<file path="src/rtl/gpu_launch_sched.sv">
// gpu_launch_sched: queues GEMM-style launch descriptors and hands them to a
// single compute core one at a time (launch pulse, wait for busy, wait for done).
// Optional watchdog built only when GPU_LAUNCH_TIMEOUT_EN is defined; without it
// err_timeout is tied low and tmo_limit is ignored.
module gpu_launch_sched #(
  parameter int QDEPTH = 4,
  parameter int QAW    = 2,
  parameter int TMO_W  = 16
) (
  input  logic             clk,
  input  logic             rst,
  input  logic             job_valid,
  output logic             job_ready,
  input  logic [31:0]      job_a_base,
  input  logic [31:0]      job_b_base,
  input  logic [31:0]      job_c_base,
  input  logic [31:0]      job_n_words,
  output logic [31:0]      core_a_base,
  output logic [31:0]      core_b_base,
  output logic [31:0]      core_c_base,
  output logic [31:0]      core_n_words,
  output logic             core_start,
  input  logic             core_busy,
  input  logic             core_done,
  input  logic             abort,
  input  logic [TMO_W-1:0] tmo_limit,
  output logic             sched_busy,
  output logic [QAW:0]     q_count,
  output logic [15:0]      jobs_done,
  output logic             err_timeout
);

  typedef enum logic [1:0] {IDLE, LAUNCH, WAIT_BUSY, RUN} state_t;

  state_t state;
  state_t state_nxt;

  logic [31:0] mem_a [QDEPTH];
  logic [31:0] mem_b [QDEPTH];
  logic [31:0] mem_c [QDEPTH];
  logic [31:0] mem_n [QDEPTH];

  logic [QAW-1:0] wr_ptr;
  logic [QAW-1:0] rd_ptr;
  logic [QAW:0]   count;
  logic           full;
  logic           push;
  logic           pop;
  logic           timeout;
  logic           job_finish;

  // abort blocks both the push and the pop so a flush really empties the queue
  assign full       = (count == (QAW+1)'(QDEPTH));
  assign job_ready  = !full && !abort;
  assign push       = job_valid && job_ready;
  assign pop        = (state == IDLE) && (count != '0) && !abort;
  assign q_count    = count;
  assign sched_busy = (state != IDLE);
  assign core_start = (state == LAUNCH) && !abort;
  assign job_finish = (state == RUN) && !abort && !timeout && !core_busy && core_done;

  // Descriptor storage; contents are only meaningful between the pointers
  always_ff @(posedge clk) begin
    if (push) begin
      mem_a[wr_ptr] <= job_a_base;
      mem_b[wr_ptr] <= job_b_base;
      mem_c[wr_ptr] <= job_c_base;
      mem_n[wr_ptr] <= job_n_words;
    end
  end

  // Queue pointers and occupancy; pointers wrap naturally at QDEPTH
  always_ff @(posedge clk) begin
    if (rst || abort) begin
      wr_ptr <= '0;
      rd_ptr <= '0;
      count  <= '0;
    end else begin
      if (push) wr_ptr <= wr_ptr + QAW'(1);
      if (pop)  rd_ptr <= rd_ptr + QAW'(1);
      case ({push, pop})
        2'b10:   count <= count + (QAW+1)'(1);
        2'b01:   count <= count - (QAW+1)'(1);
        default: count <= count;
      endcase
    end
  end

  // Launch sequencer state register
  always_ff @(posedge clk) begin
    if (rst) state <= IDLE;
    else     state <= state_nxt;
  end

  // Next-state logic: abort wins everywhere, watchdog beats a late done
  always_comb begin
    state_nxt = state;
    if (abort) begin
      state_nxt = IDLE;
    end else begin
      case (state)
        IDLE:      if (count != '0) state_nxt = LAUNCH;
        LAUNCH:    state_nxt = WAIT_BUSY;
        WAIT_BUSY: begin
          if (timeout)        state_nxt = IDLE;
          else if (core_busy) state_nxt = RUN;
        end
        RUN:       if (timeout || (!core_busy && core_done)) state_nxt = IDLE;
        default:   state_nxt = IDLE;
      endcase
    end
  end

  // Active descriptor presented to the core, held from one pop to the next
  always_ff @(posedge clk) begin
    if (rst) begin
      core_a_base  <= '0;
      core_b_base  <= '0;
      core_c_base  <= '0;
      core_n_words <= '0;
    end else if (pop) begin
      core_a_base  <= mem_a[rd_ptr];
      core_b_base  <= mem_b[rd_ptr];
      core_c_base  <= mem_c[rd_ptr];
      core_n_words <= mem_n[rd_ptr];
    end
  end

  // Completed-job counter, wraps at 16 bits
  always_ff @(posedge clk) begin
    if (rst)             jobs_done <= '0;
    else if (job_finish) jobs_done <= jobs_done + 16'd1;
  end

`ifdef GPU_LAUNCH_TIMEOUT_EN
  logic [TMO_W-1:0] wd_cnt;
  logic [TMO_W:0]   wd_next;
  logic             in_wait;
  logic             err_q;

  // timeout fires in the cycle that would be the tmo_limit-th spent waiting
  assign in_wait     = (state == WAIT_BUSY) || (state == RUN);
  assign wd_next     = {1'b0, wd_cnt} + (TMO_W+1)'(1);
  assign timeout     = in_wait && (tmo_limit != '0) && (wd_next >= {1'b0, tmo_limit});
  assign err_timeout = err_q;

  // Watchdog counter, restarted whenever a new job is popped for launch
  always_ff @(posedge clk) begin
    if (rst)          wd_cnt <= '0;
    else if (pop)     wd_cnt <= '0;
    else if (in_wait) wd_cnt <= wd_next[TMO_W-1:0];
  end

  // Sticky timeout flag, cleared only by reset
  always_ff @(posedge clk) begin
    if (rst)                    err_q <= 1'b0;
    else if (timeout && !abort) err_q <= 1'b1;
  end
`else
  logic unused_tmo;

  assign timeout     = 1'b0;
  assign err_timeout = 1'b0;
  assign unused_tmo  = ^tmo_limit;
`endif

endmodule

</file>
<file path="config.mk">
export PLATFORM = sky130hd
export DESIGN_NAME = gpu_launch_sched
export DESIGN_NICKNAME = d
export VERILOG_FILES = /design/src/rtl/gpu_launch_sched.sv
export SDC_FILE = /design/constraint.sdc
export NUM_CORES = 1
export LEC_CHECK = 0
export CAP_MARGIN = 30
export CORE_AREA = 4 4 268 270
export DETAILED_ROUTE_END_ITERATION = 8
export DIE_AREA = 0 0 272 274
export GPL_ROUTABILITY_DRIVEN = 1
export PLACE_DENSITY = 0.55
export SETUP_SLACK_MARGIN = 0.2
export SYNTH_ARGS = -nofsm -noshare
export SYNTH_HDL_FRONTEND = slang
export SYNTH_SLANG_ARGS = --single-unit
</file>
<file path="constraint.sdc">
create_clock -name clk -period 4.6 [get_ports clk]
set_input_delay 0.46 -clock clk [delete_from_list [all_inputs] [get_ports clk]]
set_output_delay 0.46 -clock clk [all_outputs]
set_load 0.01 [all_outputs]
</file>
## Word level (Yosys, flattened, before mapping)

Memory sizes are Yosys's and may differ from the RTL's. A register that Yosys moved wholly into a read port is not among the register bits.
Cells that the tools add are included.

- Bits in registers: 25
- RAM bits: 512
- Input bits: 150
- Output and inout bits: 151
- Word-level logic and storage cells: 49
- Memories: 4

Memory list:

| name | depth | bits a word | read ports | clocked after memory_dff | wr ports | RTL line | text |
|---|---|---|---|---|---|---|---|
| mem_a | 4 | 32 | 1 | 1 | 1 | 38 | `logic [31:0] mem_a [QDEPTH];` |
| mem_b | 4 | 32 | 1 | 1 | 1 | 39 | `logic [31:0] mem_b [QDEPTH];` |
| mem_c | 4 | 32 | 1 | 1 | 1 | 40 | `logic [31:0] mem_c [QDEPTH];` |
| mem_n | 4 | 32 | 1 | 1 | 1 | 41 | `logic [31:0] mem_n [QDEPTH];` |

- Add/subtract/negate cells: 5
- Equal/unequal tests: 9
- Muxes and demuxes: 7
- Reduce and logical (&&, ||, !) cells: 19

Operators by type and width:

| kind | number |
|---|---|
| adder 16 x 1 -> 16 bit, second input constant | 1 |
| logical AND 1 bit | 9 |
| one-hot mux 2 bit (4 select lines) | 1 |
| == test 2 bit, second input constant | 3 |
| two-way mux 2 bit | 3 |
| one-hot mux 3 bit (2 select lines) | 1 |
| adder 2 x 1 -> 2 bit, second input constant | 2 |
| == test 2 x 1 -> 1 bit, second input constant | 2 |
| inequality test 2 x 1 -> 1 bit, second input constant | 2 |
| nonzero test 2 bit | 2 |
| adder 3 x 1 -> 3 bit, second input constant | 1 |
| == test 3 bit, second input constant | 1 |
| zero test 1 bit | 3 |
| AND reduction 3 bit | 1 |
| nonzero test 3 bit | 1 |
| subtractor 3 x 1 -> 3 bit, second input constant | 1 |
| zero test 2 bit | 1 |
| two-way mux 1 bit | 2 |
| inequality test 2 bit, second input constant | 1 |
| OR reduction 2 bit | 1 |
| logical OR 1 bit | 1 |

## Depth between registers and ports, before layout

- Depth in word-level cells: 6
- Gate-level depth with buffers: 13
- Depth with buffers taken out: 11

## Worst setup path after synthesis

No wires, ideal clock.

- Path kind: register to register
- Start: reg count[0] (netlist: q_count[0])
- End: mem mem_a[1][0], enable pin
- Arrival time: 3.925 ns
- Required time: 4.098 ns
- Slack: 0.172 ns
- Cell stages (with the launch flop): 4
- Period minus slack after synthesis: 4.428 ns
- Path through: dfxtp_1 -> nor2_1 -> a211oi_2 -> and2_1

- Cells in the longest elaborated chain, start to end: 6

Ends and longest elaborated chain:

| what | RTL line | text |
|---|---|---|
| from (decl) | 45 | `logic [QAW:0] count;` |
| from (signal assigned) | 82 | `2'b10: count <= count + (QAW+1)'(1);` |
| from (signal assigned) | 83 | `2'b01: count <= count - (QAW+1)'(1);` |
| from (signal assigned) | 84 | `default: count <= count;` |
| == test 3 bit | 53 | `assign full = (count == (QAW+1)'(QDEPTH));` |
| zero test 1 bit | 54 | `assign job_ready = !full && !abort;` |
| logical AND 1 bit | 54 |  |
| logical AND 1 bit | 55 | `assign push = job_valid && job_ready;` |
| two-way mux 1 bit | 64 | `if (push) begin` |
| two-way mux 1 bit (implied by the code) | 65 | `mem_a[wr_ptr] <= job_a_base;` |
| to (decl) | 38 |  |

No other way between the ends.

## Worst setup path after layout

- Start: reg state[0]
- End: reg count[2] (netlist: q_count[2])

- Cells in the longest elaborated chain, start to end: 5
- Elaborated cells on any way between the ends: 7

Ends and longest elaborated chain:

| what | RTL line | text |
|---|---|---|
| from (decl) | 35 | `state_t state;` |
| from (signal assigned) | 92 | `else state <= state_nxt;` |
| zero test 2 bit (*) | 56 | `assign pop = (state == IDLE) && (count != '0) && !abort;` |
| logical AND 1 bit (*) (2 in a row) | 56 |  |
| == test 2 x 1 -> 1 bit / == test 2 bit (equally long branches) | 81 | `case ({push, pop})` |
| one-hot mux 3 bit (2 select lines) / nonzero test 2 bit (equally long branches) | -- |  |

Every way passes the cells marked *; elsewhere a longest branch is shown, timed or not.
A chain may end at the register's enable or synchronous reset.

==> results.py <==
metrics = {
    "detailed_routing": {
        "drcViolationCount": 0,
        "routedWlPerCell_um": 20.8,
        "vias": 12800,
        "drtAntennaViolNets": 0,
        "totalWireLength_um": 56000,
        "drt_first_pass_iters": 5,
        "via_per_inst": 4.76,
        "drtIter0Drc": 616,
    },
    "clocking": {
        "cts_buffers": 75,
        "cts.htree.levels": 3,
        "cts_resized": 0,
        "cts-root-buf": "clkbuf_16",
        "hold_buffers": 0,
        "clkTransAtPathRegs_ns": 0.06,
        "clock_sinks": 665,
        "cts_setup_buffers": 0,
        "cts_tree": "built",
        "clk_latency_ns": 0.60,
        "clockBufferDepth": 3,
    },
    "timing": {
        "rsz0062_at_grt": "no",
        "finalCritPeriodShare": 0.563,
        "setup_viol": 0,
        "min_period_ns": 2.59,
        "report.final.slew_viol_count": 0,
        "hold_violations": 0,
        "max_freq_ghz": 0.386,
        "slew_headroom": 0.371,
        "setup_tns_ns": 0,
        "fin_worst_skew_ns": 0.0268,
        "worst_slew_pin_slew_ns": 0.943,
    },
    "setup_path": {
        "worst_ep_arrival_time_ns": 3.11,
        "worst-setup-path-type": "register to register",
        "r2r_start": "state[0]",
        "path_max_fanout": 4,
        "reg2reg_slack_ns": 2.01,
        "start_kind": "register",
        "crit_path_end_kind": "register",
        "r2r_cells": 11,
        "worstPathRequired_ns": 5.12,
        "reg2reg_to": "q_count[2]",
    },
    "run_status": {
        "status": "finished clean",
    },
    "logic_synthesis": {
        "synthesis.area_um2": 24100,
        "yosys_warnings": 0,
        "yosysTopAreaCellShare": 0.637,
        "synth_top_cell_by_area": "edfxtp_1",
        "synth_area_leaders": "edfxtp_1, dfxtp_1, mux4_2",
        "synth_nets": 1548,
        "syn_area_per_cell_um2": 17.4,
        "synth_seq_cells": 665,
        "synthCells": 1386,
        "synth_cell_types": 36,
        "yosysSeqAreaShare": 0.764,
    },
    "worst_hold_path": {
        "hold_end": "jobs_done[10]",
        "hold_depth": 2,
        "hold_class": "input port to register",
        "min_from": "rst",
    },
    "layout": {
        "area_delta_synth_final_pct": 27.1,
        "nets": 1853,
        "fin_area_um2": 30700,
        "final_core_util": 0.441,
        "final_cell_mix": "edfxtp_1, clkdlybuf4s50_1, nand2_1",
        "layout_commonest_cell": "edfxtp_1",
        "drive_above_1_share": 0.159,
        "num-fill-cells": 6202,
    },
    "floorplan": {
        "die_w_um": 272,
        "initial_utilization": 0.347,
        "ioPinCount": 301,
        "fp.dieArea_um2": 74500,
        "die_y_um": 274,
        "row_count": 97,
        "core_region_area_um2": 69500,
    },
    "power_and_ir_drop": {
        "p_int_mw": 10.3,
        "power_density_nw_per_um2": 421,
        "p_leak_nw": 9.51,
        "power_switching_mw": 2.64,
        "clockPowerShare": 0.449,
        "comb_power_share": 0.040,
        "swShare": 0.205,
        "pwr-share-seq": 0.511,
        "peakVddDrop_v": 0.000256,
    },
    "global_route": {
        "grt-busiest-layer": "met2",
        "gr-usage-met2": 0.250,
        "use_met1": 0.196,
        "grt_max_degree": 130,
        "gr-total-overflow": 0,
        "grt_pass1_wl_um": 84200,
        "grt_usage": 0.150,
        "gr-usage-met3": 0.0404,
        "antenna_found_initial": 6,
        "grt_pass1_vias": 13400,
    },
    "run": {
        "drv_cap": 0,
    },
    "placed_design": {
        "place_area_um2": 28200,
        "io_buffers": 283,
        "place_congestion": 0.686,
        "hpwl_um": 31000,
    },
}
[power groups by stage]
stage / Sequential, mW / Clock, mW / Combinational (mW)
2_1_floorplan: 6.74 / 0 / 0.200
3_3_place_gp: 6.72 / 0 / 0.514
3_5_place_dp: 6.73 / 0 / 0.524
4_1_cts: 6.60 / 5.98 / 0.526
5_1_grt: 6.61 / 6.26 / 0.562
6_report: 6.60 / 5.80 / 0.515
[layout make-up]
type / count / area (um^2) / area share
repair buffers: 305 / 3210 / 0.105
diodes: 4 / 10.0 / 0.000326
well taps: 940 / 1180 / 0.0384
multi-input cells: 628 / 5310 / 0.173
inverters: 16 / 62.6 / 0.00204
clock inverters: 35 / 308 / 0.0100
clock buffers: 105 / 2140 / 0.0699
flip-flops and latches: 665 / 18400 / 0.602
[kinds of logic after synthesis]
group                      count (synthesis)  synth area share
and+or+nand+nor                          325            0.0561
buffers and inverters                     93            0.0166
xor gates and xnor gates                  14           0.00508
DFF                                      665             0.764
other                                      1          0.000155
adders and majority gates                 12           0.00653
AOI/OAI and AO/OA                        146            0.0311
muxes                                    130             0.120
[routing by layer]
metal  up-vias  part of all wire
met4         4             0.020
met1      6569              0.44
li1       5898                 -
met5         -           0.00039
met3        80             0.057
met2       298              0.49
[metrics by stage]
| step | cells | hold slack (ns) | setup slack (ns) | power (mW) |
|---|---|---|---|---|
| 4_1_cts | 2694 | 0.391 | 1.98 | 13.1 |
| 5_1_grt | 2694 | 0.408 | 1.84 | 13.4 |
| 3_3_place_gp | 2554 | 0.440 | 1.66 | 7.24 |
| 6_report | 2698 | 0.391 | 2.01 | 12.9 |
| 2_1_floorplan | 1386 | 0.481 | 1.58 | 6.94 |
| 3_5_place_dp | 2554 | 0.446 | 1.63 | 7.25 |
[worst max-delay path, stage by stage (launching register included)]
cell and delay [ns]:
dfxtp_1 0.34, inv_1 0.11, ha_1 0.21, inv_1 0.11
or3_4 0.43, inv_4 0.08, ha_1 0.17, inv_1 0.06
fa_1 0.37, xor2_1 0.18, or3_1 0.31, a21oi_1 0.15
[registers in the layout, summed over array words and instances, names as in the netlist]
signal        flops
q_count           3
wr_ptr            2
state             2
mem_n           128
core_n_words     32
core_a_base      32
mem_c           128
jobs_done        16
mem_a           128
rd_ptr            2
mem_b           128
core_c_base      32
core_b_base      32
[synthesized netlist by cell type]
library cell,n
a211oi_2,1
a21oi_1,137
a222oi_1,1
a22o_1,1
a31o_2,1
and2_1,4
and4bb_2,1
buf_2,38
buf_4,1
clkbuf_1,38
conb_1,1
dfxtp_1,153
edfxtp_1,512
fa_1,1
ha_1,11
inv_1,15
inv_2,1
mux2i_1,2
mux4_2,128
nand2_1,266
nand2b_1,2
nand3_1,3
nand4_1,5
nand4_4,1
nand4bb_4,1
nor2_1,21
nor2b_1,2
nor3_1,7
nor4_1,4
o21ai_0,5
or2_2,1
or3_1,4
or4_1,2
or4_4,1
xnor2_1,9
xor2_1,5
[worst max-delay path by stage]
stage               start           end  slack [ns]  cells past startpoint
2_1_floorplan  q_count[0]   mem_a[0][0]        1.58                      3
6_report         state[0]    q_count[2]        2.01                     11
3_3_place_gp        abort  mem_b[2][15]        1.66                      5
3_5_place_dp        abort  mem_b[2][16]        1.63                      5
4_1_cts          state[0]    q_count[2]        1.98                     11
5_1_grt          state[0]    q_count[2]        1.84                     11
Note: power is estimated with default switching activity, not from simulation.
